File: src/rtl/sdc_bram_arbiter_pkg.sv
// Shared types and constants for the SD host controller register-BRAM arbiter.
//   SDC_ADDR_W / SDC_DATA_W : BRAM word-address and data widths
//   SDC_NREQ                : number of requesters sharing the port
//   sdc_bram_req_t          : one request as presented by a requester
//   arb_state_e             : arbiter lock state
package sdc_pkg;
  localparam int SDC_ADDR_W = 8;
  localparam int SDC_DATA_W = 32;
  localparam int SDC_NREQ   = 2;

  typedef struct packed {
    logic [3:0]            we;
    logic [SDC_ADDR_W-1:0] addr;
    logic [SDC_DATA_W-1:0] wdata;
    logic                  lock;
  } sdc_bram_req_t;

  typedef enum logic {
    ARB_OPEN,
    ARB_LOCKED
  } arb_state_e;
endpackage

File: src/rtl/sdc_bram_arbiter_if.sv
// Requester-side BRAM access channel.
//   valid/ready : request handshake (transfer when both high at clk edge)
//   we/addr/wdata/lock : request payload, held stable until ready
//   rvalid/rdata : one-cycle response pulse, no backpressure
// Modports: master = requester, slave = arbiter.
interface sdc_req_if;
  import sdc_pkg::*;
  logic                  valid;
  logic                  ready;
  logic [3:0]            we;
  logic [SDC_ADDR_W-1:0] addr;
  logic [SDC_DATA_W-1:0] wdata;
  logic                  lock;
  logic                  rvalid;
  logic [SDC_DATA_W-1:0] rdata;

  modport master (output valid, we, addr, wdata, lock,
                  input  ready, rvalid, rdata);
  modport slave  (input  valid, we, addr, wdata, lock,
                  output ready, rvalid, rdata);
endinterface

File: src/rtl/sdc_bram_arbiter_arb.sv
// 2-way round-robin grant with lock ownership and lock timeout.
//   clk, rstn   : clock, synchronous active-low reset
//   i_valid     : per-requester request valid
//   i_lock      : per-requester lock bit of the pending request
//   o_gnt       : combinational one-hot (or zero) grant
//   o_timeout   : one-cycle pulse in the cycle a stale lock is released
module sdc_rr_arb
  import sdc_pkg::*;
#(
  parameter int LockTimeout = 1024
) (
  input  logic                clk,
  input  logic                rstn,
  input  logic [SDC_NREQ-1:0] i_valid,
  input  logic [SDC_NREQ-1:0] i_lock,
  output logic [SDC_NREQ-1:0] o_gnt,
  output logic                o_timeout
);
  localparam int            CntW   = (LockTimeout > 0) ? $clog2(LockTimeout + 1) : 1;
  localparam logic [CntW-1:0] CntMax = CntW'(LockTimeout);

  arb_state_e          r_state, w_state_nxt;
  logic                r_owner, w_owner_nxt;
  logic                r_last, w_last_nxt;    // requester served most recently
  logic [CntW-1:0]     r_cnt, w_cnt_nxt;      // cycles locked without owner acceptance
  logic [SDC_NREQ-1:0] w_gnt;
  logic                w_acc, w_sel, w_timeout;

  // Grants are gated by rstn so nothing is accepted while reset is applied.
  always_comb begin
    w_gnt = '0;
    if (rstn) begin
      if (r_state == ARB_LOCKED)  w_gnt[r_owner] = i_valid[r_owner];
      else if (&i_valid)          w_gnt[~r_last] = 1'b1;
      else                        w_gnt = i_valid;
    end
  end

  assign w_acc = |w_gnt;
  assign w_sel = w_gnt[1];
  // An owner acceptance in the expiry cycle wins over the timeout.
  assign w_timeout = (LockTimeout != 0) && rstn && (r_state == ARB_LOCKED) &&
                     (r_cnt == CntMax) && !w_acc;

  always_comb begin
    w_state_nxt = r_state;
    w_owner_nxt = r_owner;
    w_last_nxt  = r_last;
    w_cnt_nxt   = r_cnt;
    if (w_acc) begin
      w_last_nxt  = w_sel;
      w_owner_nxt = w_sel;
      w_cnt_nxt   = '0;
      // Locked acceptances are always from the owner, so lock=0 releases.
      w_state_nxt = i_lock[w_sel] ? ARB_LOCKED : ARB_OPEN;
    end else if (w_timeout) begin
      w_state_nxt = ARB_OPEN;
      w_cnt_nxt   = '0;
      w_last_nxt  = r_owner;  // non-owner gets priority next
    end else if (r_state == ARB_LOCKED && LockTimeout != 0) begin
      w_cnt_nxt = r_cnt + 1'b1;
    end
  end

  always_ff @(posedge clk) begin
    if (!rstn) begin
      r_state <= ARB_OPEN;
      r_owner <= 1'b0;
      r_last  <= 1'b1;  // requester 0 has priority out of reset
      r_cnt   <= '0;
    end else begin
      r_state <= w_state_nxt;
      r_owner <= w_owner_nxt;
      r_last  <= w_last_nxt;
      r_cnt   <= w_cnt_nxt;
    end
  end

  assign o_gnt     = w_gnt;
  assign o_timeout = w_timeout;
endmodule

File: src/rtl/sdc_bram_arbiter.sv
// Shares the SD controller's single register-BRAM port (read latency 1)
// between the CPU bridge (m0) and the boot/DMA sequencer (m1).
//   clk, rstn       : clock, synchronous active-low reset
//   m0, m1          : requester channels (sdc_req_if.slave)
//   bram_en/we/addr/wrdata : registered BRAM command, cycle T+1 for accept at T
//   bram_rddata     : BRAM read data, valid the cycle after bram_en
//   lock_timeout    : pulse when a held lock is force-released
module sdc_bram_arbiter
  import sdc_pkg::*;
#(
  parameter int LockTimeout = 1024,
  parameter int AddrWidth   = SDC_ADDR_W
) (
  input  logic                  clk,
  input  logic                  rstn,
  sdc_req_if.slave              m0,
  sdc_req_if.slave              m1,
  output logic                  bram_en,
  output logic [3:0]            bram_we,
  output logic [AddrWidth-1:0]  bram_addr,
  output logic [SDC_DATA_W-1:0] bram_wrdata,
  input  logic [SDC_DATA_W-1:0] bram_rddata,
  output logic                  lock_timeout
);
  sdc_bram_req_t         w_req [SDC_NREQ];
  logic [SDC_NREQ-1:0]   w_gnt;
  logic                  w_acc;
  logic [3:0]            w_iss_we;
  logic [SDC_ADDR_W-1:0] w_iss_addr;
  logic [SDC_DATA_W-1:0] w_iss_wdata;

  // r_vld_pipe[0]: issue stage (BRAM access), [1]: response stage
  logic [1:0]            r_vld_pipe;
  logic                  r_s1_id, r_s2_id, r_s2_rd;
  logic [3:0]            r_we;
  logic [SDC_ADDR_W-1:0] r_addr;
  logic [SDC_DATA_W-1:0] r_wdata;

  assign w_req[0] = '{we: m0.we, addr: m0.addr, wdata: m0.wdata, lock: m0.lock};
  assign w_req[1] = '{we: m1.we, addr: m1.addr, wdata: m1.wdata, lock: m1.lock};

  sdc_rr_arb #(.LockTimeout(LockTimeout)) u_arb (
    .clk       (clk),
    .rstn      (rstn),
    .i_valid   ({m1.valid, m0.valid}),
    .i_lock    ({w_req[1].lock, w_req[0].lock}),
    .o_gnt     (w_gnt),
    .o_timeout (lock_timeout)
  );

  assign m0.ready    = w_gnt[0];
  assign m1.ready    = w_gnt[1];
  assign w_acc       = |w_gnt;
  assign w_iss_we    = w_gnt[1] ? w_req[1].we    : w_req[0].we;
  assign w_iss_addr  = w_gnt[1] ? w_req[1].addr  : w_req[0].addr;
  assign w_iss_wdata = w_gnt[1] ? w_req[1].wdata : w_req[0].wdata;

  always_ff @(posedge clk) begin
    if (!rstn) begin
      r_vld_pipe <= '0;
      r_s1_id    <= 1'b0;
      r_s2_id    <= 1'b0;
      r_s2_rd    <= 1'b0;
      r_we       <= '0;
      r_addr     <= '0;
      r_wdata    <= '0;
    end else begin
      r_vld_pipe <= {r_vld_pipe[0], w_acc};
      r_s1_id    <= w_gnt[1];
      r_s2_id    <= r_s1_id;
      r_s2_rd    <= (r_we == 4'h0);
      // Idle cycles drive a zero command so the bus is quiet when bram_en=0.
      r_we       <= w_acc ? w_iss_we    : '0;
      r_addr     <= w_acc ? w_iss_addr  : '0;
      r_wdata    <= w_acc ? w_iss_wdata : '0;
    end
  end

  assign bram_en     = r_vld_pipe[0];
  assign bram_we     = r_we;
  assign bram_addr   = r_addr;
  assign bram_wrdata = r_wdata;

  assign m0.rvalid = r_vld_pipe[1] & ~r_s2_id;
  assign m1.rvalid = r_vld_pipe[1] &  r_s2_id;
  assign m0.rdata  = (m0.rvalid && r_s2_rd) ? bram_rddata : '0;
  assign m1.rdata  = (m1.rvalid && r_s2_rd) ? bram_rddata : '0;
endmodule

File: src/flat_wrapper.sv
// flat-port wrapper written by rule: the top's interface ports become plain ports
module sdc_bram_arbiter_flat import sdc_pkg::*;
#(
  parameter int LockTimeout = 1024,
  parameter int AddrWidth   = SDC_ADDR_W
)
  (clk, rstn, bram_en, bram_we, bram_addr, bram_wrdata, bram_rddata, lock_timeout, m0_valid, m0_we, m0_addr, m0_wdata, m0_lock, m0_ready, m0_rvalid, m0_rdata, m1_valid, m1_we, m1_addr, m1_wdata, m1_lock, m1_ready, m1_rvalid, m1_rdata);
  sdc_req_if m0_i ();
  sdc_req_if m1_i ();
  input  logic clk;
  input  logic rstn;
  output logic bram_en;
  output logic [3:0] bram_we;
  output logic [AddrWidth-1:0] bram_addr;
  output logic [SDC_DATA_W-1:0] bram_wrdata;
  input  logic [SDC_DATA_W-1:0] bram_rddata;
  output logic lock_timeout;
  input wire logic [$bits(m0_i.valid)-1:0] m0_valid;
  input wire logic [$bits(m0_i.we)-1:0] m0_we;
  input wire logic [$bits(m0_i.addr)-1:0] m0_addr;
  input wire logic [$bits(m0_i.wdata)-1:0] m0_wdata;
  input wire logic [$bits(m0_i.lock)-1:0] m0_lock;
  output wire logic [$bits(m0_i.ready)-1:0] m0_ready;
  output wire logic [$bits(m0_i.rvalid)-1:0] m0_rvalid;
  output wire logic [$bits(m0_i.rdata)-1:0] m0_rdata;
  input wire logic [$bits(m1_i.valid)-1:0] m1_valid;
  input wire logic [$bits(m1_i.we)-1:0] m1_we;
  input wire logic [$bits(m1_i.addr)-1:0] m1_addr;
  input wire logic [$bits(m1_i.wdata)-1:0] m1_wdata;
  input wire logic [$bits(m1_i.lock)-1:0] m1_lock;
  output wire logic [$bits(m1_i.ready)-1:0] m1_ready;
  output wire logic [$bits(m1_i.rvalid)-1:0] m1_rvalid;
  output wire logic [$bits(m1_i.rdata)-1:0] m1_rdata;
  assign m0_i.valid = m0_valid;
  assign m0_i.we = m0_we;
  assign m0_i.addr = m0_addr;
  assign m0_i.wdata = m0_wdata;
  assign m0_i.lock = m0_lock;
  assign m0_ready = m0_i.ready;
  assign m0_rvalid = m0_i.rvalid;
  assign m0_rdata = m0_i.rdata;
  assign m1_i.valid = m1_valid;
  assign m1_i.we = m1_we;
  assign m1_i.addr = m1_addr;
  assign m1_i.wdata = m1_wdata;
  assign m1_i.lock = m1_lock;
  assign m1_ready = m1_i.ready;
  assign m1_rvalid = m1_i.rvalid;
  assign m1_rdata = m1_i.rdata;
  sdc_bram_arbiter #(.LockTimeout(LockTimeout), .AddrWidth(AddrWidth)) u_core (.clk(clk), .rstn(rstn), .m0(m0_i), .m1(m1_i), .bram_en(bram_en), .bram_we(bram_we), .bram_addr(bram_addr), .bram_wrdata(bram_wrdata), .bram_rddata(bram_rddata), .lock_timeout(lock_timeout));
endmodule
File: config.mk
export PLATFORM = sky130hd
export DESIGN_NAME = sdc_bram_arbiter_flat
export DESIGN_NICKNAME = d
export VERILOG_FILES = /design/src/rtl/sdc_bram_arbiter_pkg.sv /design/src/rtl/sdc_bram_arbiter_if.sv /design/src/rtl/sdc_bram_arbiter_arb.sv /design/src/rtl/sdc_bram_arbiter.sv /design/src/flat_wrapper.sv
export SDC_FILE = /design/constraint.sdc
export NUM_CORES = 1
export LEC_CHECK = 0
export ABC_AREA = 1
export CAP_MARGIN = 20
export CORE_ASPECT_RATIO = 1.25
export CORE_MARGIN = 8
export CORE_UTILIZATION = 31
export CTS_CLUSTER_SIZE = 40
export DETAILED_ROUTE_END_ITERATION = 6
export GPL_ROUTABILITY_DRIVEN = 0
export HOLD_SLACK_MARGIN = 0.05
export PLACE_DENSITY = 0.87
export SYNTH_ARGS = -nofsm -noshare
export SYNTH_HDL_FRONTEND = slang
export SYNTH_SLANG_ARGS = --single-unit
export TNS_END_PERCENT = 100
File: constraint.sdc
create_clock -name clk -period 2.4 [get_ports clk]
set_input_delay 0.72 -clock clk [delete_from_list [all_inputs] [get_ports clk]]
set_output_delay 0.72 -clock clk [all_outputs]
set_load 0.1 [all_outputs]
==> flow_summary.toml <==
[floorplanning]
start_util_pct = 31.41
dieArea_mm2 = 0.01363
num_io_pins = 240
coreArea_mm2 = 0.01000
die_w_um = 106.0
die_h_um = 128.6
rows = 41

[timing]
whs_ns = 0.4187
hold_viol = 0
setup_violations = 0
tightestPinTransition_ns = 0.4984
max_slew_margin_pct = 66.77
finalSetupTns_ns = 0
skew_ns = 0.003781
period_needed_ns = 2.370
max_freq_ghz = 0.4219
period_share_pct = 98.75
fin_ws_ns = 0.03002
rsz0062_at_grt = "yes"
final-max-slew-violation-count = 0

[detailed_routing]
drt_first_pass_iters = 4
remaining_drc_errors = 0
drt_iter0_markers = 157
avgViaCountPerCell = 4.301
ant_nets = 0
vias = 3875
wire_per_inst_um = 14.97
finalWirelength_um = 13490

[power_and_ir_drop]
p_per_area_mw_per_mm2 = 538.4
peakVddDrop_mv = 0.4271
leakagePower_nw = 3.498

[yosys]
ys_seq_area_share_pct = 40.14
ys_warn_count = 0
syn_nets = 645
synth.avg_cell_area_um2 = 6.077
syn_inst = 517
ys_ff_latch = 63
syn-cell-area_mm2 = 0.003142
synth.distinct_cells = 20

[final_layout]
drive_gt1_share_pct = 32.77
antennaDiodeCount = 0
syn_to_final_growth_pct = 129.0
final_common_cell = "nand2_1"
layout_common_cells = "210 x nand2_1, 122 x clkdlybuf4s50_1, 83 x inv_1"
design_area_mm2 = 0.007193
final_nets = 895

[clock_network]
clk_latency_ns = 0.32
holdBufCountCts = 0
clockBufferDepth = 2
cts-root-buf = "clkbuf_16"
cts_made_buffers = 9
clk_pin_slew_ns = 0.05
cts_tree = "done"
cts_sinks = 63
htreeDepth = 3

[setup_path]
path_buf_inv = 3
worst-path-max-fanout = 2
worstSetupStartpointType = "primary input"
critPathKind = "primary input to output port"
arrival_ns = 1.65
endpoint_kind = "output port"
path_cells = "clkdlybuf4s50_1 -> inv_1 -> nor2_4 -> buf_12"
crit_slowest_cell = "clkdlybuf4s50_1"
cp.required_ns = 1.68
max_stage_delay_ns = 0.48
critical_path.top_delay_family = "buffers and inverters"

[grt]
antenna_found_initial = 0
first_global_vias = 3960
grt_use_total_pct = 19.63
grt_overflow = 0
grt_pass1_wl_um = 21070
grt_max_degree = 47

[min_path]
hp-class = "register to register"

[status]
outcome = "complete, no violations"

[place]
dp_hpwl_um = 11160
placed_cell_area_mm2 = 0.006797
dp_slack_ns = -0.2509
io_buffer_count = 239

[job]
maxCapViolCount = 0
## worst reg2reg max path, delay by kind of cell (launching register included)
family	cells	cell delay, ns
simple gates	5	0.63
flops	1	0.44
compound gates	1	0.15
buf+inv	1	0.43
## metrics by stage
step	util, %	power [mW]	cells
finish	71.91	3.873	901
detailed placement	67.94	2.569	878
global placement	67.94	2.550	878
global route	71.91	4.030	901
floorplan	-	2.113	517
CTS	71.41	3.915	895
## metal layers
layer	GRT usage [%]	vias up	wire [um]
li1	-	1973	-
met1	21.05	1699	5130
met2	34.55	187	6848
met3	6.953	16	1184
met4	7.469	0	323
met5	0	-	0
## where the power goes
group,internal [mW],switching (mW)
sequential,1.13,0.0360
combinational,0.434,0.955
clock,0.885,0.436
total,2.45,1.43
## cells by family (layout without fill, tap and decap cells)
| group | Yosys count | after routing | synth area share [%] |
|---|---|---|---|
| AOI/OAI and AO/OA | 7 | 7 | 1.115 |
| buffers and inverters | 125 | 380 | 17.00 |
| adders and majority gates | 2 | 2 | 0.7964 |
| and+or+nand+nor | 316 | 316 | 39.82 |
| xor gates and xnor gates | 4 | 4 | 1.115 |
| DFF | 63 | 63 | 40.14 |
## state kept, by name, summed over array words and instances, names as in the netlist
register              flops
u_core.bram_we            4
u_core.bram_wrdata       32
u_core.u_arb.r_state      1
u_core.u_arb.r_cnt       11
u_core.u_arb.r_last       1
u_core.r_vld_pipe         2
u_core.r_s2_id            1
u_core.r_s1_id            1
u_core.r_s2_rd            1
u_core.bram_addr          8
u_core.u_arb.r_owner      1
## path summary, 6_finish.rpt
check	slack [ns]	start	cells after the start	endpoint
setup / recovery	0.03	bram_rddata[18]	4	m0_rdata[18]
hold / removal	0.42	u_core.r_s1_id	2	u_core.r_s2_id
setup reg to reg	0.68	u_core.u_arb.r_state	7	u_core.u_arb.r_state
hold reg to reg	0.42	u_core.r_s1_id	2	u_core.r_s2_id
## Yosys cell counts
master	number	area (um2)
nand2_1	215	807.0
inv_1	87	326.6
nor2_1	81	304.0
dfxtp_1	63	1261
inv_2	15	56.30
a21oi_1	7	35.03
buf_4	7	52.55
clkbuf_1	6	22.52
nand3_1	6	30.03
buf_2	5	25.02
nand4_1	5	31.28
buf_6	4	45.04
xor2_1	4	35.03
nand3_2	3	30.03
nor3_2	3	30.03
ha_1	2	25.02
inv_4	1	6.260
nor2_2	1	6.260
nor3_1	1	5.000
nor3b_1	1	7.510
## final cells by class
type,count,area (um2)
clock buffers,13,270.3
clock inverters,3,40.04
fillers,711,2810
inverters,103,392.9
multi-input cells,329,1886
flip-flops and latches,63,1264
well taps,129,161.4
repair buffers,261,3179
## repair_timing
item                       CTS  global route
buffers inserted             1             6
setup endpoints to repair   23            15
gates cloned                 0             0
resized for setup           11             3
pin swaps                    2             4
(Power assumes the default switching activity.)
